<file path="src/rtl/seq_pkg.sv">
// Shared definitions for the state sequencer and its downstream decode stage:
// FSM encoding, default legal range and the range-check helper.
package seq_pkg;

    typedef enum logic [1:0] {
        FSM_IDLE = 2'd0,
        FSM_RUN  = 2'd1,
        FSM_HOLD = 2'd2
    } seq_fsm_e;

    localparam int unsigned DEF_MIN_STATE = 0;
    localparam int unsigned DEF_MAX_STATE = 15;

    // Inclusive range test; wide argument so a request one past the top code is seen as such.
    function automatic logic in_range(input int unsigned val,
                                      input int unsigned lo,
                                      input int unsigned hi);
        return (val >= lo) && (val <= hi);
    endfunction

endpackage

</file>
<file path="src/rtl/state_sequencer_dwell_counter.sv">
// Down-counter that times how long each state code stays visible.
// expire_o flags the enabled cycle in which the count sits at zero.
module dwell_counter #(
    parameter int unsigned DWELL_W = 4
) (
    input  logic               clk_i,
    input  logic               rst_ni,
    input  logic               reload_i,
    input  logic [DWELL_W-1:0] reload_val_i,
    input  logic               en_i,
    output logic               expire_o
);

    logic [DWELL_W-1:0] count_q;
    logic [DWELL_W-1:0] count_d;

    always_comb begin
        count_d = count_q;
        if (reload_i) begin
            count_d = reload_val_i;
        end else if (en_i && (count_q != '0)) begin
            count_d = count_q - 1'b1;
        end
    end

    always_ff @(posedge clk_i or negedge rst_ni) begin
        if (!rst_ni) begin
            count_q <= '0;
        end else begin
            count_q <= count_d;
        end
    end

    assign expire_o = en_i && (count_q == '0);

endmodule

</file>
<file path="src/rtl/state_sequencer.sv">
// Generates the range-checked state code for the decode stage, stepping it up
// or down with a programmable dwell per value; out-of-range loads are flagged.
module state_sequencer
    import seq_pkg::*;
#(
    parameter int unsigned WIDTH     = 4,
    parameter int unsigned MIN_STATE = DEF_MIN_STATE,
    parameter int unsigned MAX_STATE = DEF_MAX_STATE,
    parameter int unsigned DWELL_W   = 4
) (
    input  logic               clk_i,
    input  logic               rst_ni,
    input  logic               start_i,
    input  logic               stop_i,
    input  logic               hold_i,
    input  logic               dir_i,
    input  logic [DWELL_W-1:0] dwell_i,
    input  logic               load_i,
    input  logic [WIDTH:0]     load_val_i,
    output logic [WIDTH-1:0]   state_o,
    output logic               state_valid_o,
    output logic               wrap_o,
    output logic               bound_err_o
);

    localparam logic [WIDTH-1:0] MIN_CODE = WIDTH'(MIN_STATE);
    localparam logic [WIDTH-1:0] MAX_CODE = WIDTH'(MAX_STATE);

    seq_fsm_e         fsm_q, fsm_d;
    logic [WIDTH-1:0] state_q, state_d;
    logic             valid_q;
    logic             wrap_q, wrap_d;
    logic             err_q, err_d;

    logic load_ok;
    logic load_bad;
    logic start_go;
    logic run_en;
    logic expire;

    assign load_ok  = load_i && in_range(32'(load_val_i), MIN_STATE, MAX_STATE);
    assign load_bad = load_i && !load_ok;
    assign start_go = (fsm_q == FSM_IDLE) && start_i && !stop_i;
    // Counting only happens in an undisturbed RUN cycle; any higher-priority event freezes it.
    assign run_en   = (fsm_q == FSM_RUN) && !stop_i && !hold_i && !load_ok;

    dwell_counter #(
        .DWELL_W (DWELL_W)
    ) u_dwell (
        .clk_i        (clk_i),
        .rst_ni       (rst_ni),
        .reload_i     (load_ok || start_go || expire),
        .reload_val_i (dwell_i),
        .en_i         (run_en),
        .expire_o     (expire)
    );

    always_comb begin
        fsm_d = fsm_q;
        if (stop_i) begin
            fsm_d = FSM_IDLE;
        end else begin
            case (fsm_q)
                FSM_IDLE: if (start_i) fsm_d = FSM_RUN;
                FSM_RUN:  if (hold_i)  fsm_d = FSM_HOLD;
                FSM_HOLD: if (!hold_i) fsm_d = FSM_RUN;
                default:  fsm_d = FSM_IDLE;
            endcase
        end
    end

    always_comb begin
        state_d = state_q;
        wrap_d  = 1'b0;
        if (load_ok) begin
            state_d = load_val_i[WIDTH-1:0];
        end else if (expire) begin
            if (!dir_i) begin
                wrap_d  = (state_q == MAX_CODE);
                state_d = wrap_d ? MIN_CODE : state_q + 1'b1;
            end else begin
                wrap_d  = (state_q == MIN_CODE);
                state_d = wrap_d ? MAX_CODE : state_q - 1'b1;
            end
        end
    end

    // A rejected load in the same cycle as start still leaves the flag set.
    always_comb begin
        err_d = err_q;
        if (start_go) err_d = 1'b0;
        if (load_bad) err_d = 1'b1;
    end

    always_ff @(posedge clk_i or negedge rst_ni) begin
        if (!rst_ni) begin
            fsm_q   <= FSM_IDLE;
            state_q <= MIN_CODE;
            valid_q <= 1'b0;
            wrap_q  <= 1'b0;
            err_q   <= 1'b0;
        end else begin
            fsm_q   <= fsm_d;
            state_q <= state_d;
            valid_q <= (fsm_d != FSM_IDLE);
            wrap_q  <= wrap_d;
            err_q   <= err_d;
        end
    end

    assign state_o       = state_q;
    assign state_valid_o = valid_q;
    assign wrap_o        = wrap_q;
    assign bound_err_o   = err_q;

endmodule

</file>
<file path="config.mk">
export PLATFORM = sky130hd
export DESIGN_NAME = state_sequencer
export DESIGN_NICKNAME = d
export VERILOG_FILES = /design/src/rtl/seq_pkg.sv /design/src/rtl/state_sequencer_dwell_counter.sv /design/src/rtl/state_sequencer.sv
export SDC_FILE = /design/constraint.sdc
export NUM_CORES = 1
export LEC_CHECK = 0
export ABC_AREA = 1
export CORE_ASPECT_RATIO = 0.7
export CORE_MARGIN = 1
export CORE_UTILIZATION = 43
export DETAILED_ROUTE_END_ITERATION = 16
export PLACE_DENSITY = 0.74
export SLEW_MARGIN = 10
export SYNTH_ARGS = -nofsm -noshare
export SYNTH_HDL_FRONTEND = slang
export SYNTH_SLANG_ARGS = --single-unit
</file>
<file path="constraint.sdc">
create_clock -name clk_i -period 1.35 [get_ports clk_i]
set_input_delay 0.27 -clock clk_i [delete_from_list [all_inputs] [get_ports clk_i]]
set_output_delay 0.27 -clock clk_i [all_outputs]
set_load 0.01 [all_outputs]
</file>
== Word-level counts from Yosys, hierarchy flattened ==
Index checks and enable logic that the tools add are counted.
Storage, ports and cells
  register bits after elaboration: 13
  word-level logic and storage cells: 52
  bits of input ports: 16
  output and inout port bits: 7
Cells by class
  reductions and logical operators: 22
  mux-type cells: 17
  add/sub/neg operators: 3
  eq/ne operators: 3
  magnitude comparators: 1
Operator list (count)
  4-bit two-way mux: 7
  1-bit logical AND: 9
  4-bit zero test: 2
  2-bit two-way mux: 4
  2-bit nonzero test: 4
  4-bit by 1-bit subtractor with 4-bit output, second input constant: 2
  2-bit case mux with 3 select lines: 1
  5-bit by 4-bit <= comparator with 1-bit output, second input constant: 1
  1-bit two-way mux: 5
  4-bit by 1-bit adder with 4-bit output, second input constant: 1
  4-bit equality test, second input constant: 1
  4-bit nonzero test: 1
  1-bit zero test: 3
  2-bit by 1-bit equality test with 1-bit output, second input constant: 1
  2-bit equality test, second input constant: 1
  2-bit zero test: 1
  1-bit logical OR: 2

== Depth between registers and ports, before layout ==
  depth after elaboration: 7
  depth in mapped cells: 10
  gate-level depth less buffers: 10

== Cells and area by module ==
A second synthesis with hierarchy kept.
Unflattened totals
  cells, all modules: 125
  area total of the unflattened synthesis: 864.6 sq um
Modules (own cells, without submodules)
  state_sequencer: instances 1, cells each 84, area each 596.8 sq um, seq. area each 225.2 sq um
  dwell_counter: instances 1, cells each 41, area each 267.8 sq um, seq. area each 100.1 sq um

== Worst setup path before layout ==
No wires, ideal clock.
  kind: reg2reg
  start: register u_dwell.count_q[0]
  end: register u_dwell.count_q[3]
  cell stages (with the launch flop): 10
  setup time: 118 ps
  arrival time: 1179 ps
  path buffers: 0
  clock period less this slack: 1297 ps
  path slack: 53 ps
  data required time: 1232 ps
  cells stage by stage: dfrtp_1 > inv_1 > ha_1 > nand2_1 > nor2_2 > nand3_4 > nand2_2 > nand2_1 > nand3_1 > nand2_1
On the way
  word-level cells in the longest chain between the ends: 4
  elaborated cells between the ends (all ways): 9
  classes of those cells: add/sub: 1; mux: 2; reduce/logical: 6
Ends and longest elaborated chain
  start, declared: RTL line state_sequencer_dwell_counter.sv:14  | logic [DWELL_W-1:0] count_q;
  start signal, assigned: RTL line state_sequencer_dwell_counter.sv:30  | count_q <= count_d;
  parallel branches: the longest is 4 deep, another holds 4-bit by 1-bit subtractor with 4-bit output
Parallel ways; which one is timed is not known. The select of a mux whose other input is x is not followed.
A chain may end at the register's enable or synchronous reset.

== Worst setup path after layout ==
  start: register state_q[0] (netlist: state_o[0])
  end: register state_q[3] (netlist: state_o[3])
On the way
  word-level cells in the longest chain between the ends: 5
  elaborated cells between the ends (all ways): 9
  classes of those cells: add/sub: 2; eq/ne: 1; mux: 5; reduce/logical: 1
Ends and longest elaborated chain
  start, declared: RTL line state_sequencer.sv:30  | logic [WIDTH-1:0] state_q, state_d;
  start signal, assigned: RTL line state_sequencer.sv:104  | state_q <= state_d;
  4-bit by 1-bit adder with 4-bit output, or another cell as far along: RTL line state_sequencer.sv:80  | state_d = wrap_d ? MIN_CODE : state_q + 1'b1;
  4-bit two-way mux, on equally long branches: RTL line state_sequencer.sv:80, state_sequencer.sv:83
  4-bit two-way mux (*): RTL line state_sequencer.sv:78  | if (!dir_i) begin
  4-bit two-way mux (*): RTL line state_sequencer.sv:77  | end else if (expire) begin
  4-bit two-way mux (*): RTL line state_sequencer.sv:75  | if (load_ok) begin
Mark *: on every way between the ends. The rest lies on a longest branch, timed or not. The select of a mux whose other input is x is not followed.

==> metrics.txt <==
Worst EP arrival about 1.5 ns; worst-case clock buffer depth 2; final instance area roughly 1500 µm²; CTS HTree Levels 1; Slew Limit Fails 0; dpl hpwl roughly 1.9 mm; io pins 23; CTS tree yes; Root Buffer clkbuf_4; overall power between 1.5 and 2 mW; vias in the first global route a little under 900; r2r startpoint state_o[0]; final net count 205; Critical Path End Type flip-flop; antenna diode count 0; Storage cell area 327 µm²; Clock Pin Slew Worst Setup and Hold Paths 0.08 ns; Hold EP bound_err_o; Core ar. 1940 µm²; Hold-fix buffers, CTS 0; failing checks DRC; Cells on Worst Hold Path 3; grt ovf 0; Clock Sinks 13; synthesized net count about 150; die height around 41 µm; clk_lat worst skew roughly 0.28 ns; DIE WIDTH approximately 57 µm; HP Start load_i; routed len/inst 12.3 µm; Multi-input gate area between 500 and 600 µm²; Critical Path RT roughly 1.5 ns; Final Cycle Share a little over nine tenths; first-pass GRT wire length 4.02 mm; ranking of synthesized cells by area dfrtp_1 (35%), nand2_1 (19%), nand3_1 (9.3%); TNS Setup 0 ns; VDD IR-drop max roughly 0.00059 V; Mapped Area just over 900 µm²; Max Clock Freq between 700 and 800 MHz; RR Endpoint state_o[3]; Synth Register Bits 13; IO buf count 22; Max Cap Violations 0; die area ~2300 µm²; synthesis-to-layout area growth 59.9%; worst setup margin 0.0154 ns; DP Area 1270 µm²; synth unique cells 23; status finished with violations; vias per inst a little under 5; most common cell after layout, fill and taps aside nand2_1; reg2reg setup slack approximately 0.015 ns; Reg2Reg Depth 8; setup clock skew after layout slightly below 0.0009 ns; actual slew at the worst max-slew pin 0.250 ns; Cells after Synth around 140; global placement routability congestion approximately 0.83; Fillers 132; initial DRC count 47; pre-CTS setup slack -0.224 ns; share of cells above drive strength 1 between 30% and 40%; Final min period 1.33 ns; initial antenna violation count 0; antenna viol nets, final 0; Crit Path Category reg2reg; final wirelength around 2.5 mm; type of origin of the critical path flip-flop; DRT Pass-1 Iters 10; hold crit path type in2reg; Syn Area/Cell 6.80 µm²; via count 1,004; Final Setup Violations 0; Hold Vio Cnt, Final 0; Rel. slew slack between 80% and 90%; RSZ-0062 raised after global routing yes; Inserted Clock Buffers 3; Initial Utilization approximately 47%; Worst Hold Slack between 0.2 and 0.3 ns; commonest non-fill, non-tap cells in the layout nand2_1 (41), buf_4 (24), inv_1 (16); Synth area leader dfrtp_1; num rows 13; P per Cell Area 1300 nW/µm²; Max Fanout on Critical Path 5; pin count of the biggest net entering global routing 14; register area share after synthesis about 35%; Total GRT Usage 24.3%; synth warn 0; LEAKAGE between 0.7 and 0.8 nW; share of the synthesized area in the top cell type a little over a third; DRC violations left 2
## power breakdown
part           total, mW  leakage (nW)  switching, mW  internal, mW
combinational       1.10         0.598          0.571         0.533
sequential         0.558         0.161         0.0759         0.482
clock              0.247        0.0150          0.132         0.115
total               1.91         0.774          0.779          1.13
## registers in the layout, summed over array words and instances (netlist names)
register / flops
state_o: 4
u_dwell.count_q: 4
fsm_q: 2
bound_err_o: 1
state_valid_o: 1
wrap_o: 1
## cells in the mapped netlist
cell type / count
nand3b_1: 1
nand2_1: 47
nand4_1: 4
o22ai_1: 1
o21ai_1: 3
o21ai_0: 2
nor2_2: 1
a21oi_1: 1
dfrtp_1: 13
nand3_1: 17
inv_1: 22
or2_1: 1
a21oi_2: 1
nand3_4: 1
inv_4: 1
ha_1: 3
nand2_4: 1
clkinv_1: 1
nor2_1: 6
nor2_4: 2
inv_2: 2
xnor2_1: 2
nand2_2: 2
## metal layers
layer / vias up / GRT usage, % / share of wire [%] / wire (µm)
met5: - / 0 / 0 / 0
met4: 0 / 6.10 / 0.35 / 9
met3: 4 / 8.83 / 7.0 / 178
met2: 34 / 39.7 / 46 / 1180
met1: 445 / 31.5 / 46 / 1180
li1: 521 / - / - / -
## stage by stage
step,utilization [%],instances
after global placement,65.7,193
after floorplan,-,135
after global routing,75.9,207
after detailed placement,65.7,193
final,75.9,207
after CTS,69.8,201
## cell families (layout without fill, tap and decap cells)
| kind of cell | Yosys count | in the layout | synth area share, % |
|---|---|---|---|
| compound gates | 8 | 8 | 4.90 |
| xor+xnor | 2 | 2 | 1.91 |
| fa+ha+maj | 3 | 3 | 4.09 |
| buf+inv | 26 | 76 | 10.9 |
| flops | 13 | 13 | 35.4 |
| simple gates | 83 | 83 | 42.8 |
## worst max path at each step
stage                  startpoint                 end  slack [ns]  cells after the start
2_1_floorplan  u_dwell.count_q[0]  u_dwell.count_q[3]        0.05                      9
3_3_place_gp               load_i          state_o[3]       -0.20                     10
3_5_place_dp               load_i          state_o[3]       -0.22                     10
4_1_cts        u_dwell.count_q[0]  u_dwell.count_q[2]       0.005                      9
5_1_grt        u_dwell.count_q[1]          state_o[3]       -0.08                     10
6_report               state_o[0]          state_o[3]        0.02                      8
## critical path, stage by stage, from the launching register on
cell and delay [ns]:
dfrtp_2 0.37, buf_4 0.16, inv_4 0.05, ha_4 0.16
nand4_1 0.13, nand2_1 0.06, nand3b_1 0.17, nand2_2 0.08
nand2_2 0.05
## cell type report
class	instances	share of cell area, %
Tap cell	22	1.87
Clock buffer	4	1.79
Multi-Input combinational cell	96	39.9
Sequential cell	13	22.2
Inverter	26	7.16
Timing Repair Buffer	46	27.0
## what timing repair did
item                       4_1_cts  5_1_grt
pin swaps                        3       13
resized for setup               17       24
setup endpoints to repair       16        9
buffers inserted                 4        6
Note: power is estimated with default switching activity, not from simulation.
